**src/rtl/fetch_sequencer_pkg.sv**
```systemverilog
// Shared definitions for the fetch sequencer: FSM state encodings,
// the NOP instruction word and the default reset PC.
package fetch_sequencer_pkg;

  typedef enum logic [1:0] {
    FS_FETCH  = 2'd0,
    FS_DECODE = 2'd1,
    FS_EXEC   = 2'd2,
    FS_HOLD   = 2'd3
  } fs_state_t;

  localparam logic [15:0] NOP_INSTR        = 16'h0000;
  localparam int unsigned DEFAULT_RESET_PC = 0;

endpackage

```
**src/rtl/fetch_sequencer_if.sv**
```systemverilog
// Instruction-memory fetch handshake between the sequencer (master)
// and instruction memory (slave). The fetch address is the sequencer's pc.
interface fetch_sequencer_if;

  logic        imemReq;
  logic        imemAck;
  logic [15:0] imemData;

  modport master (output imemReq, input imemAck, input imemData);
  modport slave  (input imemReq, output imemAck, output imemData);

endinterface

```
**src/rtl/fetch_sequencer_pc_next_calc.sv**
```systemverilog
// Combinational next-PC mux: absolute jump beats relative branch, which
// beats sequential increment. All arithmetic wraps modulo 2^PC_WIDTH.
module fetch_sequencer_pc_next_calc #(
  parameter int unsigned PC_WIDTH     = 10,
  parameter int unsigned OFFSET_WIDTH = 6
) (
  input  logic [PC_WIDTH-1:0]     pc,
  input  logic                    jmpEnable,
  input  logic                    branchEnable,
  input  logic [PC_WIDTH-1:0]     jmpDir,
  input  logic [OFFSET_WIDTH-1:0] branchDir,
  output logic [PC_WIDTH-1:0]     pcNext
);

  logic [PC_WIDTH-1:0] offset;

  assign offset = {{(PC_WIDTH-OFFSET_WIDTH){branchDir[OFFSET_WIDTH-1]}}, branchDir};

  // Priority select of the next program counter
  always_comb begin
    pcNext = pc + PC_WIDTH'(1);
    if (jmpEnable) begin
      pcNext = jmpDir;
    end else if (branchEnable) begin
      pcNext = pc + offset;
    end
  end

endmodule

```
**src/rtl/fetch_sequencer.sv**
```systemverilog
// Multi-cycle instruction sequencer: FETCH -> DECODE -> EXEC per instruction.
// Optional single-step mode is enabled by defining FETCH_SEQ_STEP_EN, which
// adds the stepReq input and parks the FSM in HOLD after every EXEC.
module fetch_sequencer
  import fetch_sequencer_pkg::*;
#(
  parameter int unsigned         PC_WIDTH     = 10,
  parameter int unsigned         OFFSET_WIDTH = 6,
  parameter logic [PC_WIDTH-1:0] RESET_PC     = PC_WIDTH'(DEFAULT_RESET_PC)
) (
  input  logic                    clk,
  input  logic                    reset,
  input  logic                    run,
`ifdef FETCH_SEQ_STEP_EN
  input  logic                    stepReq,
`endif
  fetch_sequencer_if.master       imem,
  input  logic                    jmpEnable,
  input  logic                    branchEnable,
  input  logic [PC_WIDTH-1:0]     jmpDir,
  input  logic [OFFSET_WIDTH-1:0] branchDir,
  output logic [PC_WIDTH-1:0]     pc,
  output logic [15:0]             ir,
  output logic                    irValid,
  output logic                    execStrobe,
  output logic [1:0]              state
);

  fs_state_t           st;
  logic                fetching;
  logic [PC_WIDTH-1:0] pcNext;

  fetch_sequencer_pc_next_calc #(
    .PC_WIDTH     (PC_WIDTH),
    .OFFSET_WIDTH (OFFSET_WIDTH)
  ) u_pc_next (
    .pc           (pc),
    .jmpEnable    (jmpEnable),
    .branchEnable (branchEnable),
    .jmpDir       (jmpDir),
    .branchDir    (branchDir),
    .pcNext       (pcNext)
  );

  // Without the step feature HOLD is unreachable; a stray HOLD behaves as FETCH
`ifdef FETCH_SEQ_STEP_EN
  assign fetching = (st == FS_FETCH);
`else
  assign fetching = (st == FS_FETCH) || (st == FS_HOLD);
`endif

  // Request is combinational from state and run; held low while in reset
  assign imem.imemReq = fetching && run && !reset;
  assign state        = st;

  // Sequencer FSM with pc/ir and registered decode/exec strobes
  always_ff @(posedge clk) begin
    if (reset) begin
      st         <= FS_FETCH;
      pc         <= RESET_PC;
      ir         <= NOP_INSTR;
      irValid    <= 1'b0;
      execStrobe <= 1'b0;
    end else begin
      irValid    <= 1'b0;
      execStrobe <= 1'b0;
      case (st)
        FS_DECODE: begin
          st         <= FS_EXEC;
          execStrobe <= 1'b1;
        end
        FS_EXEC: begin
          pc <= pcNext;
`ifdef FETCH_SEQ_STEP_EN
          st <= FS_HOLD;
`else
          st <= FS_FETCH;
`endif
        end
`ifdef FETCH_SEQ_STEP_EN
        FS_HOLD: begin
          if (stepReq) begin
            st <= FS_FETCH;
          end
        end
`endif
        default: begin
          if (run && imem.imemAck) begin
            ir      <= imem.imemData;
            st      <= FS_DECODE;
            irValid <= 1'b1;
          end
        end
      endcase
    end
  end

endmodule

```
**src/flat_wrapper.sv**
```systemverilog
// flat-port wrapper written by rule: the top's interface ports become plain ports
module fetch_sequencer_flat import fetch_sequencer_pkg::*;
#(
  parameter int unsigned         PC_WIDTH     = 10,
  parameter int unsigned         OFFSET_WIDTH = 6,
  parameter logic [PC_WIDTH-1:0] RESET_PC     = PC_WIDTH'(DEFAULT_RESET_PC)
)
  (clk, reset, run, jmpEnable, branchEnable, jmpDir, branchDir, pc, ir, irValid, execStrobe, state, imem_imemReq, imem_imemAck, imem_imemData);
  fetch_sequencer_if imem_i ();
  input  logic clk;
  input  logic reset;
  input  logic run;
  input  logic jmpEnable;
  input  logic branchEnable;
  input  logic [PC_WIDTH-1:0] jmpDir;
  input  logic [OFFSET_WIDTH-1:0] branchDir;
  output logic [PC_WIDTH-1:0] pc;
  output logic [15:0] ir;
  output logic irValid;
  output logic execStrobe;
  output logic [1:0] state;
  output wire logic [$bits(imem_i.imemReq)-1:0] imem_imemReq;
  input wire logic [$bits(imem_i.imemAck)-1:0] imem_imemAck;
  input wire logic [$bits(imem_i.imemData)-1:0] imem_imemData;
  assign imem_imemReq = imem_i.imemReq;
  assign imem_i.imemAck = imem_imemAck;
  assign imem_i.imemData = imem_imemData;
  fetch_sequencer #(.PC_WIDTH(PC_WIDTH), .OFFSET_WIDTH(OFFSET_WIDTH), .RESET_PC(RESET_PC)) u_core (.clk(clk), .reset(reset), .run(run), .imem(imem_i), .jmpEnable(jmpEnable), .branchEnable(branchEnable), .jmpDir(jmpDir), .branchDir(branchDir), .pc(pc), .ir(ir), .irValid(irValid), .execStrobe(execStrobe), .state(state));
endmodule
```
**config.mk**
```make
export PLATFORM = sky130hd
export DESIGN_NAME = fetch_sequencer_flat
export DESIGN_NICKNAME = d
export VERILOG_FILES = /design/src/rtl/fetch_sequencer_pkg.sv /design/src/rtl/fetch_sequencer_if.sv /design/src/rtl/fetch_sequencer_pc_next_calc.sv /design/src/rtl/fetch_sequencer.sv /design/src/flat_wrapper.sv
export SDC_FILE = /design/constraint.sdc
export NUM_CORES = 1
export LEC_CHECK = 0
export CORE_MARGIN = 3
export CORE_UTILIZATION = 45
export DETAILED_ROUTE_END_ITERATION = 16
export GPL_ROUTABILITY_DRIVEN = 0
export PLACE_DENSITY = 0.88
export REMOVE_ABC_BUFFERS = 1
export SETUP_SLACK_MARGIN = 0.15
export SKIP_LAST_GASP = 1
export SYNTH_ARGS = -nofsm -noshare
export SYNTH_HDL_FRONTEND = slang
export SYNTH_SLANG_ARGS = --single-unit
```
**constraint.sdc**
```tcl
create_clock -name clk -period 3.7 [get_ports clk]
set_input_delay 0.74 -clock clk [delete_from_list [all_inputs] [get_ports clk]]
set_output_delay 0.74 -clock clk [all_outputs]
set_load 0.02 [all_outputs]
```
; ---- After elaboration in Yosys (flattened, before gate mapping)
; Cells that the tools add are included.
; Widths: inputs -> output; s select.
[op_classes]
addsub = 2
eq_ne = 3
div = 0
order_cmp = 0
n_shift = 0
n_bitwise = 1
mux = 6
n_mul = 0
reduce_logical = 10
[ops]
columns = cell, n
row1 = $mux 10, 2
row2 = $add 10x1->10 const B, 1
row3 = $add 10x10->10, 1
row4 = $eq 2x2->1 const B, 2
row5 = $pmux 2 s2, 1
row6 = $logic_and 1x1->1, 3
row7 = $reduce_bool 3->1, 1
row8 = $reduce_or 3->1, 1
row9 = $eq 2x1->1 const B, 1
row10 = $logic_not 2->1, 1
row11 = $mux 1, 2
row12 = $mux 2, 1
row13 = $reduce_and 2->1, 1
row14 = $reduce_or 2->1, 1
row15 = $logic_not 1->1, 1
row16 = $logic_or 1x1->1, 1
row17 = $not 1->1, 1
[totals]
mem_count = 0
ff_bits = 30
mem_bits_rw = 0
word_cells = 27
output_inout_bits = 31
inputBits = 38
latchBits = 0
romBits = 0

; ---- Logic depth before layout (Yosys ltp)
; Gate-level depths: netlist of the first run.
[depth]
depth_word = 4
ltp_mapped = 8

; ---- By module
; A second synthesis of the first run with hierarchy kept.
[unflattened]
cells_unflattened = 195
area_unflattened_um2 = 1665.3
[by_module_without_submodules]
columns = module, area_per_inst_um2, instances, cells_per_inst
row1 = fetch_sequencer, 1152.4, 1, 123
row2 = fetch_sequencer_pc_next_calc, 513.0, 1, 72

; ---- Worst setup path before layout of the first run
; OpenSTA, ideal clock, no wires.
[synth_timing]
kind = input port to flip-flop
from = input branchEnable
to = register u_core.pc[6]
path_stages = 8
arrival_time_ns = 2.523
setup_time_ns = 0.074
setup_slack_ns = 1.103
path_cell_list = or2b_1 ha_1 fa_1 a211oi_2 o21bai_2 mux2i_1 or3_1 a31oi_1
[synth_via]
elab_chain_cells = 2
[synth_rtl]
columns = item, line_no
row1 = start: declaration, flat_wrapper.sv:14  ; input logic branchEnable;
row2 = $mux 10, fetch_sequencer_pc_next_calc.sv:24  ; end else if (branchEnable) begin
row3 = $mux 10, fetch_sequencer_pc_next_calc.sv:22  ; if (jmpEnable) begin
row4 = end signal: assignment, fetch_sequencer.sv:73  ; pc <= pcNext;
row5 = end: declaration, fetch_sequencer.sv:22  ; output logic [PC_WIDTH-1:0] pc,
; No other way between the ends.
; A chain may end at the register's enable or synchronous reset.

; ---- Final worst setup path of the first run
; Same ends and word-level chain as after synthesis.

==> results of run 1 <==
synthesized netlist by cell type, types with 2 or more instances:
| cell type | number | share of area |
|---|---|---|
| sky130_fd_sc_hd__nand2_1 | 39 | 0.092 |
| sky130_fd_sc_hd__nand4_1 | 2 | 0.0079 |
| sky130_fd_sc_hd__xnor2_1 | 3 | 0.017 |
| sky130_fd_sc_hd__dfxtp_1 | 30 | 0.38 |
| sky130_fd_sc_hd__mux2i_1 | 7 | 0.044 |
| sky130_fd_sc_hd__buf_2 | 2 | 0.0063 |
| sky130_fd_sc_hd__clkbuf_1 | 7 | 0.017 |
| sky130_fd_sc_hd__nand4b_1 | 3 | 0.017 |
| sky130_fd_sc_hd__and3_1 | 2 | 0.0079 |
| sky130_fd_sc_hd__ha_1 | 7 | 0.055 |
| sky130_fd_sc_hd__a21o_1 | 3 | 0.014 |
| sky130_fd_sc_hd__a211oi_1 | 5 | 0.024 |
| sky130_fd_sc_hd__nor2_1 | 10 | 0.024 |
| sky130_fd_sc_hd__nor2b_1 | 5 | 0.020 |
| sky130_fd_sc_hd__a21oi_1 | 23 | 0.073 |
| sky130_fd_sc_hd__o21ai_0 | 2 | 0.0063 |
| sky130_fd_sc_hd__a31oi_1 | 5 | 0.020 |
| sky130_fd_sc_hd__a211o_1 | 2 | 0.011 |
| sky130_fd_sc_hd__nand3_1 | 5 | 0.016 |
| sky130_fd_sc_hd__inv_1 | 3 | 0.0071 |
| sky130_fd_sc_hd__nand2b_1 | 4 | 0.016 |
| sky130_fd_sc_hd__and2_1 | 5 | 0.020 |
worst min-delay path by stage:
stage                      start  slack, ps           end  cells after the start
floorplan           u_core.ir[0]        530  u_core.ir[0]                      2
global placement    u_core.ir[5]        440  u_core.ir[5]                      2
detailed placement  u_core.ir[1]        450  u_core.ir[1]                      2
CTS                 u_core.ir[4]        460  u_core.ir[4]                      2
global route        u_core.ir[6]        480  u_core.ir[6]                      2
finish              u_core.ir[1]        460  u_core.ir[1]                      2
routing by layer:
metal  vias to the layer above  GRT usage  wire length [um]  share of wire
met5                         -          0                 0              0
met4                         0     0.0466                19         0.0047
met3                         2     0.0598               254          0.063
met2                        48      0.351              1960           0.49
met1                       718      0.245              1780           0.44
li1                        806          -                 -              -
registers in the layout (all words and copies together) (netlist names):
name	cells
u_core.irValid	1
u_core.ir	16
u_core.execStrobe	1
u_core.pc	10
u_core.state	2
layout make-up:
type | instances | share of cell area
Timing Repair Buffer | 70 | 0.294
Sequential cell | 30 | 0.254
Multi-Input combinational cell | 149 | 0.390
Clock inverter | 1 | 0.0127
Clock buffer | 6 | 0.0217
Tap cell | 44 | 0.0233
Inverter | 3 | 0.00476
kinds of logic (layout without fill, tap and decap cells):
family                     Yosys count  in the layout  synth area share
muxes                                7              7            0.0442
xor gates and xnor gates             3              3            0.0166
adders and majority gates            8              8            0.0678
and+or+nand+nor                     85             85             0.269
AOI/OAI and AO/OA                   46             46             0.185
buffers and inverters               14             80            0.0394
DFF                                 30             30             0.379
per-stage QoR:
stage | power [W] | worst slack, ps | instances | util
after global placement | 0.000527 | 496 | 296 | 0.714
final | 0.000791 | 766 | 303 | 0.739
after detailed placement | 0.000530 | 425 | 296 | 0.714
after CTS | 0.000795 | 765 | 303 | 0.739
after floorplan | 0.000435 | 1100 | 182 | -
after global routing | 0.000826 | 604 | 303 | 0.739
layout by cell type (no fill, tap or decap), drive strengths merged, types with 4 or more instances in the layout:
| master | count |
|---|---|
| nor2 | 10 |
| nand2b | 4 |
| mux2i | 7 |
| ha | 7 |
| nor2b | 5 |
| a21o | 4 |
| a21oi | 24 |
| nand2 | 39 |
| nand3 | 5 |
| dfxtp | 30 |
| clkbuf | 6 |
| clkdlybuf4s50 | 68 |
| a211oi | 6 |
| a31oi | 5 |
| and2 | 5 |
report_power, final:
group,total [W],internal (W),leakage [nW],switching (W)
Clock,0.000268,0.000157,0.0443,0.000111
Sequential,0.000349,0.000338,0.244,0.0000109
Combinational,0.000173,0.0000916,0.602,0.0000818
Total,0.000791,0.000587,0.890,0.000204
critical path: stages:
cell                              delay (ps)
sky130_fd_sc_hd__clkdlybuf4s50_1         540
sky130_fd_sc_hd__or2b_1                  240
sky130_fd_sc_hd__ha_1                    210
sky130_fd_sc_hd__fa_1                    430
sky130_fd_sc_hd__a211oi_2                290
sky130_fd_sc_hd__o21bai_2                120
sky130_fd_sc_hd__mux2i_1                 140
sky130_fd_sc_hd__or3_1                   310
sky130_fd_sc_hd__a31oi_1                 150
==> results_tabular.tex, run 1 <==
\begin{tabular}{lr}
\hline
Metric & Value \\
\hline
\multicolumn{2}{l}{\textbf{Critical path}} \\
Critical-path maximum fanout & 6 \\
Reg-to-reg critical path endpoint & u\_core.pc[6] \\
Flop-to-flop setup slack & 1610 ps \\
Beginning of the critical path & branchEnable \\
Worst path arrival time & 3180 ps \\
Crit end category & flip-flop \\
Worst R2R Path Depth & 7 \\
Type of element launching the critical path & input port \\
Origin of the critical flop-to-flop path & u\_core.pc[0] \\
Worst Path Class, Setup & in -> reg \\
Critical path endpoint & u\_core.pc[6] \\
Worst path required time & about 4000 ps \\
\multicolumn{2}{l}{\textbf{Synth}} \\
Number of enable-type register cells in the synthesized netlist & 0 \\
Async set or reset register ratio after synthesis & 0 \\
Syn avg cell area & around 8.2 um2 \\
Number of standard cells after synthesis & slightly below 200 \\
Syn Std Cell Area & roughly 1600 um2 \\
Share of the yosys chip area belonging to registers & 0.379 \\
Post-synth cell types & 41 \\
Number of flip-flops and latches in the synthesized netlist & 30 \\
Top\_reg\_cell synth & sky130\_fd\_sc\_hd\_\_dfxtp\_1 \\
Number of warnings reported in the yosys synthesis log & 0 \\
\multicolumn{2}{l}{\textbf{Floorplanning}} \\
Cell Rows & 20 \\
Die Outline Area & 4270 um2 \\
Die extent in y & about 65 um \\
IO Count & slightly below 70 \\
Starting utilization of the core area & 0.495 \\
Floorplan Core Area & between 3000 and 4000 um2 \\
Die boundary width & around 65 um \\
\multicolumn{2}{l}{\textbf{Global routing}} \\
Via count of the first global-routing pass & 1546 \\
Maximum number of pins on one net before global-route repair & 33 \\
Wire length of the first global-routing pass & just under 7000 um \\
Global Route Usage Sum & 0.203 \\
Antenna violations before repair & 0 \\
Residual overflow from global routing & 0 \\
\multicolumn{2}{l}{\textbf{Clocking}} \\
Clock buffer count from CTS & 5 \\
Number of clock sinks seen by CTS & 30 \\
Root buffer cell & sky130\_fd\_sc\_hd\_\_clkbuf\_4 \\
Count of H-tree levels built during CTS & 2 \\
Max Root-Sink Buffers & 2 \\
Clock slew seen by the registers of the worst setup and hold paths & approximately 100 ps \\
Count of instances resized after the clock tree is built & 0 \\
Clock tree from TritonCTS & done \\
Setup repair bufs after CTS & 0 \\
Worst-skew pair later-pin latency & around 320 ps \\
Count of hold-fix buffers inserted at cts & 0 \\
\multicolumn{2}{l}{\textbf{STA}} \\
Least-Margin Pin Slew & 785 ps \\
Setup Skew & around 7.2 ps \\
Setup TNS Final & 0 ps \\
Final setup viols & 0 \\
Ratio of final minimum period to clock period & 0.793 \\
Hold\_ws & 458 ps \\
Final hold viol count & 0 \\
Max\_slew headroom & 0.477 \\
Max Clk Rate & $\sim$340 MHz \\
Slew Limit Fails & 0 \\
Setup repair after global routing missed its margin & false \\
Final critical-path required period & 2930 ps \\
\multicolumn{2}{l}{\textbf{Route}} \\
DRT Pass-1 Iters & 4 \\
Vias per inst & $\sim$5.2 \\
Drc violations & 0 \\
Antenna violation net count after detailed routing & 0 \\
Overall via count from detail\_route & $\sim$1600 \\
Initial drt markers & 85 \\
WL final & between 4000 and 5000 um \\
Wire per inst & roughly 13 um \\
\multicolumn{2}{l}{\textbf{Cells and area}} \\
Share of layout cells above drive strength 1 & 0.0618 \\
Area growth syn-to-layout & 49.2\% \\
Net count, final & approximately 310 \\
Number of diodes & 0 \\
Total area of multi-input combinational cells & roughly 920 um2 \\
Filler Cell Count & 267 \\
FF+latch area & 601 um2 \\
Design area & 2370 um2 \\
\multicolumn{2}{l}{\textbf{Power and ir drop}} \\
Maximum VDD drop & 0.000257 V \\
Power density relative to cell area & roughly 330 nW/um2 \\
Static Leak & about 0.89 nW \\
\multicolumn{2}{l}{\textbf{Status}} \\
Run status & finished clean \\
\multicolumn{2}{l}{\textbf{Placed design}} \\
Number of input and output port buffers inserted & 68 \\
Half-perimeter wire length of the detailed placement result & just under 3000 um \\
Total placed instance area & about 2300 um2 \\
\multicolumn{2}{l}{\textbf{Job}} \\
Number of maximum-capacitance violations & 0 \\
\multicolumn{2}{l}{\textbf{Hold path}} \\
Hold crit path type & reg -> reg \\
\hline
\end{tabular}
Note: power is estimated with default switching activity, not from simulation.
==> run 2, diff against run 1 <==
--- a/config.mk
+++ b/config.mk
@@ -6,10 +6,10 @@
 export NUM_CORES = 1
 export LEC_CHECK = 0
 export CORE_MARGIN = 3
-export CORE_UTILIZATION = 45
+export CORE_UTILIZATION = 42
 export DETAILED_ROUTE_END_ITERATION = 16
 export GPL_ROUTABILITY_DRIVEN = 0
-export PLACE_DENSITY = 0.88
+export PLACE_DENSITY = 0.83
 export REMOVE_ABC_BUFFERS = 1
 export SETUP_SLACK_MARGIN = 0.15
 export SKIP_LAST_GASP = 1
==> constraint.sdc (replaced) <==
create_clock -name clk -period 3 [get_ports clk]
set_input_delay 0.6 -clock clk [delete_from_list [all_inputs] [get_ports clk]]
set_output_delay 0.6 -clock clk [all_outputs]
set_load 0.02 [all_outputs]
==> run 2 against run 1 <==
Die area grew 6.5%. Clock skew shrank 2.7 ps. Global-route usage shrank 1.2 points. Clock power grew 53%. Register-to-register slack lost 630 ps. Routed wire length grew 3.0%. Sequential power grew 23%. First-iteration DRC count grew 5.9%. Combinational power grew 24%. Via count grew 0.70%. Core utilization shrank 4.8 points. Critical path type unchanged. Sequential cell count is the same.
==> results_tabular.tex, run 2 (same netlist as run 1, synthesis figures left out) <==
\begin{tabular}{lr}
\hline
Metric & Value \\
\hline
\multicolumn{2}{l}{\textbf{Placed design}} \\
Number of input and output port buffers inserted & slightly below 70 \\
Placed cell count & 300 \\
Half-perimeter wire length of the detailed placement result & a little under 3000 um \\
\multicolumn{2}{l}{\textbf{Clocking}} \\
Clock buffer count from CTS & 5 \\
Worst-skew pair later-pin latency & 280 ps \\
Setup repair bufs after CTS & 0 \\
Clock slew seen by the registers of the worst setup and hold paths & roughly 60 ps \\
Max Root-Sink Buffers & 2 \\
Root buffer cell & sky130\_fd\_sc\_hd\_\_clkbuf\_8 \\
Count of H-tree levels built during CTS & 2 \\
Clock tree from TritonCTS & done \\
Count of instances resized after the clock tree is built & 0 \\
Count of hold-fix buffers inserted at cts & 0 \\
Number of clock sinks seen by CTS & 30 \\
\multicolumn{2}{l}{\textbf{STA}} \\
Hold\_ws & 452 ps \\
Slew Limit Fails & 0 \\
Setup repair after global routing missed its margin & false \\
Ratio of final minimum period to clock period & 0.902 \\
Max\_slew headroom & 0.516 \\
Final hold viol count & 0 \\
Final critical-path required period & roughly 2700 ps \\
Final setup viols & 0 \\
Max Clk Rate & around 370 MHz \\
Setup TNS Final & 0 ps \\
Setup Skew & roughly 4.6 ps \\
Least-Margin Pin Slew & between 700 and 800 ps \\
\multicolumn{2}{l}{\textbf{Global routing}} \\
Maximum number of pins on one net before global-route repair & 33 \\
Residual overflow from global routing & 0 \\
Antenna violations before repair & 0 \\
Global Route Usage Sum & 0.191 \\
Wire length of the first global-routing pass & between 6000 and 7000 um \\
Via count of the first global-routing pass & approximately 1500 \\
\multicolumn{2}{l}{\textbf{Job}} \\
Number of maximum-capacitance violations & 0 \\
\multicolumn{2}{l}{\textbf{Power and ir drop}} \\
Power density relative to cell area & roughly 440 nW/um2 \\
Static Leak & 0.914 nW \\
Maximum VDD drop & 0.000327 V \\
Fraction of power consumed by sequential logic & 0.408 \\
Total net switching power & about 0.00026 W \\
Portion of total power attributed to combinational logic & 0.204 \\
Fraction of power consumed by the clock network & 0.388 \\
Switching Fraction & 0.245 \\
Cell-internal power & $\sim$0.00080 W \\
\multicolumn{2}{l}{\textbf{Cells and area}} \\
Register bank with the most flops & u\_core.ir \\
Share of layout cells above drive strength 1 & 0.0690 \\
Commonest cells after routing, fill and taps aside & sky130\_fd\_sc\_hd\_\_clkdlybuf4s50\_1, sky130\_fd\_sc\_hd\_\_nand2\_1, sky130\_fd\_sc\_hd\_\_dfxtp\_1, sky130\_fd\_sc\_hd\_\_a21oi\_1, sky130\_fd\_sc\_hd\_\_nor2\_1 \\
Net count, final & between 300 and 400 \\
Number of diodes & 0 \\
Filler Cell Count & about 280 \\
Commonest non-fill, non-tap cell in the layout & sky130\_fd\_sc\_hd\_\_clkdlybuf4s50\_1 \\
Area growth syn-to-layout & 52.3\% \\
Max FFs per register & 16 \\
Post-route insts no fill & between 300 and 400 \\
\multicolumn{2}{l}{\textbf{Critical path}} \\
Worst path arrival time & approximately 3000 ps \\
Worst Path Class, Setup & in -> reg \\
Type of element launching the critical path & input port \\
Bufs and invs on worst path & 1 \\
Worst path cell trace & clkdlybuf4s50\_1 -> or2b\_1 -> ha\_1 -> fa\_1 -> a211oi\_2 -> o21bai\_2 -> mux2i\_1 -> or3\_1 -> a31oi\_1 \\
Library cell contributing the largest single delay on the critical path & sky130\_fd\_sc\_hd\_\_clkdlybuf4s50\_1 \\
Critical-path maximum fanout & 2 \\
Crit end category & flip-flop \\
Largest stage delay on the critical path & approximately 470 ps \\
Cell type group with the largest total delay on the critical path & adder cells \\
Worst path required time & 3210 ps \\
\multicolumn{2}{l}{\textbf{Floorplanning}} \\
Die boundary width & between 60 and 70 um \\
IO Count & approximately 70 \\
Cell Rows & 21 \\
Die extent in y & 67.5 um \\
Starting utilization of the core area & 0.454 \\
Floorplan Core Area & roughly 3500 um2 \\
Die Outline Area & 4550 um2 \\
\multicolumn{2}{l}{\textbf{Route}} \\
Overall via count from detail\_route & roughly 1600 \\
Drc violations & 0 \\
Initial drt markers & 90 \\
Antenna violation net count after detailed routing & 0 \\
DRT Pass-1 Iters & 4 \\
Wire per inst & 13.5 um \\
Vias per inst & a little over 5 \\
WL final & 4140 um \\
\multicolumn{2}{l}{\textbf{Status}} \\
Run status & finished clean \\
\multicolumn{2}{l}{\textbf{Hold path}} \\
Hold crit path type & reg -> reg \\
\hline
\end{tabular}
-- run 2: cell count changes in the layout (fill, tap and decap cells not counted), sizes merged --
| cell | previous run | this run |
|---|---|---|
| buf | 2 | 4 |
-- run 2: routing by layer --
metal  vias up  track usage  part of all wire
met3         4       0.0549             0.051
li1        815            -                 -
met2        39        0.320              0.50
met5         -            0                 0
met1       727        0.231              0.44
met4         0       0.0684             0.011
-- run 2: final timing paths --
path                              startpoint           end  slack [ps]  cells after the start
worst max-delay path            branchEnable  u_core.pc[6]         290                      9
worst min-delay path            u_core.ir[6]  u_core.ir[6]         450                      2
worst max register to register  u_core.pc[0]  u_core.pc[6]         980                      7
worst min register to register  u_core.ir[6]  u_core.ir[6]         450                      2
-- run 2: through the flow --
stage	setup WS, ps	total power [W]	utilization	area, um2
CTS	297	0.00107	0.691	2420
floorplan	543	0.000536	-	1540
finish	295	0.00106	0.691	2420
global route	156	0.00110	0.691	2420
detailed placement	4.57	0.000654	0.659	2300
global placement	29.8	0.000651	0.659	2300
-- run 2: cell type report --
type | count | area (um2) | share of cell area
Timing Repair Buffer | 72 | 711 | 0.294
Sequential cell | 30 | 601 | 0.249
Multi-Input combinational cell | 149 | 923 | 0.382
Clock inverter | 1 | 30.0 | 0.0124
Inverter | 3 | 11.3 | 0.00466
Tap cell | 46 | 57.6 | 0.0238
Clock buffer | 6 | 82.6 | 0.0342
-- run 2: worst reg2reg max path, delay by kind of cell (launching register included) --
kind	cells	cell delay, ps
adders and majority gates	2	630
DFF	1	320
muxes	1	140
AOI/OAI and AO/OA	3	560
and+or+nand+nor	1	310
-- run 2: power groups by stage --
stage | clock network [W] | registers [W] | logic, W
final | 0.000410 | 0.000431 | 0.000215
after global routing | 0.000431 | 0.000433 | 0.000234
after CTS | 0.000419 | 0.000431 | 0.000217
after detailed placement | 0 | 0.000440 | 0.000215
after global placement | 0 | 0.000439 | 0.000212
after floorplan | 0 | 0.000462 | 0.0000741
==> run 3, diff against run 2 <==
--- a/config.mk
+++ b/config.mk
@@ -5,11 +5,13 @@
 export SDC_FILE = /design/constraint.sdc
 export NUM_CORES = 1
 export LEC_CHECK = 0
+export CORE_ASPECT_RATIO = 1.2
 export CORE_MARGIN = 3
-export CORE_UTILIZATION = 42
+export CORE_UTILIZATION = 45
 export DETAILED_ROUTE_END_ITERATION = 16
+export DONT_BUFFER_PORTS = 1
 export GPL_ROUTABILITY_DRIVEN = 0
-export PLACE_DENSITY = 0.83
+export PLACE_DENSITY = 0.63
 export REMOVE_ABC_BUFFERS = 1
 export SETUP_SLACK_MARGIN = 0.15
 export SKIP_LAST_GASP = 1
==> constraint.sdc (replaced) <==
create_clock -name clk -period 2.7 [get_ports clk]
set_input_delay 0.54 -clock clk [delete_from_list [all_inputs] [get_ports clk]]
set_output_delay 0.54 -clock clk [all_outputs]
set_load 0.02 [all_outputs]
==> run 3 against run 2 <==
Sequential cell count is the same. Via count shrank 16%. Clock power shrank 11%. Critical path depth shrank 1. Design area shrank 30%. Critical endpoint unchanged. Sequential share of layout area grew 11 points.
==> results_tabular.tex, run 3 (same netlist as run 1, synthesis figures left out) <==
\begin{tabular}{lr}
\hline
Metric & Value \\
\hline
\multicolumn{2}{l}{\textbf{Power and ir drop}} \\
Static Leak & around 0.64 nW \\
Maximum VDD drop & approximately 0.00034 V \\
Design Power & approximately 0.00097 W \\
Power density relative to cell area & 578 nW/um2 \\
\multicolumn{2}{l}{\textbf{Cells and area}} \\
Net count, final & 236 \\
Util after Layout & 0.499 \\
Share of layout cells above drive strength 1 & 0.0785 \\
Commonest cells after routing, fill and taps aside & sky130\_fd\_sc\_hd\_\_nand2\_1, sky130\_fd\_sc\_hd\_\_dfxtp\_1, sky130\_fd\_sc\_hd\_\_a21oi\_1, sky130\_fd\_sc\_hd\_\_nor2\_1 \\
Max FFs per register & 16 \\
Area growth syn-to-layout & 5.91\% \\
Register bank with the most flops & u\_core.ir \\
Number of diodes & 0 \\
Design area & 1680 um2 \\
Commonest non-fill, non-tap cell in the layout & sky130\_fd\_sc\_hd\_\_nand2\_1 \\
\multicolumn{2}{l}{\textbf{Global routing}} \\
Via count of the first global-routing pass & roughly 1300 \\
Residual overflow from global routing & 0 \\
Antenna violations before repair & 0 \\
Maximum number of pins on one net before global-route repair & 34 \\
Wire length of the first global-routing pass & approximately 5500 um \\
Global Route Usage Sum & 0.168 \\
\multicolumn{2}{l}{\textbf{Clocking}} \\
Root buffer cell & sky130\_fd\_sc\_hd\_\_clkbuf\_8 \\
Clock tree from TritonCTS & done \\
Count of hold-fix buffers inserted at cts & 0 \\
Count of instances resized after the clock tree is built & 0 \\
Max Root-Sink Buffers & 2 \\
Number of clock sinks seen by CTS & 30 \\
Worst-skew pair later-pin latency & 270 ps \\
Setup repair bufs after CTS & 0 \\
Clock slew seen by the registers of the worst setup and hold paths & 60 ps \\
Count of H-tree levels built during CTS & 2 \\
Clock buffer count from CTS & 5 \\
\multicolumn{2}{l}{\textbf{Floorplanning}} \\
Cell Rows & 23 \\
Floorplan Core Area & 3370 um2 \\
Die Outline Area & 4280 um2 \\
IO Count & between 60 and 70 \\
Die extent in y & 71.0 um \\
Die boundary width & approximately 60 um \\
Starting utilization of the core area & 0.471 \\
\multicolumn{2}{l}{\textbf{STA}} \\
Max Clk Rate & 449 MHz \\
Slew Limit Fails & 0 \\
Least-Margin Pin Slew & around 540 ps \\
Ratio of final minimum period to clock period & 0.825 \\
Final critical-path required period & 2230 ps \\
Final setup viols & 0 \\
Setup TNS Final & 0 ps \\
Max\_slew headroom & 0.638 \\
Setup Skew & about 4.7 ps \\
Final hold viol count & 0 \\
Setup repair after global routing missed its margin & false \\
\multicolumn{2}{l}{\textbf{Route}} \\
Vias per inst & about 5.8 \\
WL final & approximately 3500 um \\
Antenna violation net count after detailed routing & 0 \\
Overall via count from detail\_route & 1326 \\
Drc violations & 0 \\
DRT Pass-1 Iters & 4 \\
Initial drt markers & 34 \\
Wire per inst & 15.4 um \\
\multicolumn{2}{l}{\textbf{Critical path}} \\
Worst Path Class, Setup & in -> reg \\
Flop-to-flop setup slack & around 500 ps \\
Crit end category & flip-flop \\
Origin of the critical flop-to-flop path & u\_core.pc[0] \\
Critical path endpoint & u\_core.pc[6] \\
Reg-to-reg critical path endpoint & u\_core.pc[6] \\
Critical-path maximum fanout & 6 \\
Worst R2R Path Depth & 7 \\
Worst path required time & approximately 2900 ps \\
Type of element launching the critical path & input port \\
Beginning of the critical path & branchEnable \\
Worst path arrival time & approximately 2400 ps \\
\multicolumn{2}{l}{\textbf{Placed design}} \\
Half-perimeter wire length of the detailed placement result & 2610 um \\
Number of input and output port buffers inserted & 0 \\
Total placed instance area & 1590 um2 \\
\multicolumn{2}{l}{\textbf{Status}} \\
Run status & finished clean \\
\multicolumn{2}{l}{\textbf{Hold path}} \\
Hold crit path type & in -> reg \\
Startpoint of the tightest hold check path & reset \\
\multicolumn{2}{l}{\textbf{Job}} \\
Number of maximum-capacitance violations & 0 \\
\hline
\end{tabular}
==> run 3: critical path: stages <==
cell and delay [ps]:
sky130_fd_sc_hd__or2b_1 210, sky130_fd_sc_hd__ha_1 210, sky130_fd_sc_hd__fa_1 430, sky130_fd_sc_hd__a211oi_2 300
sky130_fd_sc_hd__o21bai_2 130, sky130_fd_sc_hd__mux2i_1 140, sky130_fd_sc_hd__or3_1 310, sky130_fd_sc_hd__a31oi_1 150
==> run 3: cell type report <==
cell class | instances | area (um2)
clock buffer | 7 | 86.3
clock inverter | 1 | 5.00
fill | 346 | 1690
inverter | 3 | 11.3
multi-input combinational | 149 | 923
sequential | 30 | 601
tap | 37 | 46.3
timing repair buffer | 1 | 7.51
==> run 3: how the worst min path moves through the flow <==
stage / cells past startpoint / to
finish: 1 / u_core.pc[2]
global route: 1 / u_core.ir[14]
CTS: 1 / u_core.pc[9]
detailed placement: 2 / u_core.ir[2]
global placement: 2 / u_core.ir[11]
floorplan: 2 / u_core.ir[0]
==> run 3: where the power goes <==
| group | internal (W) | switching [W] |
|---|---|---|
| Combinational | 0.0000430 | 0.0000549 |
| Clock | 0.000205 | 0.000159 |
| Sequential | 0.000464 | 0.0000444 |
| Total | 0.000712 | 0.000258 |
==> run 3: through the flow <==
step,std cells,worst slack [ps],hold WS (ps)
floorplan,182,303,528
global placement,220,236,539
detailed placement,220,187,545
CTS,228,478,320
global route,228,369,313
finish,228,474,329
==> run 3: per-layer routing <==
layer,part of all wire,track usage,vias up
met4,0.0060,0.0517,0
met1,0.39,0.174,607
met2,0.52,0.304,51
met5,0,0,-
met3,0.090,0.0620,4
li1,-,-,664
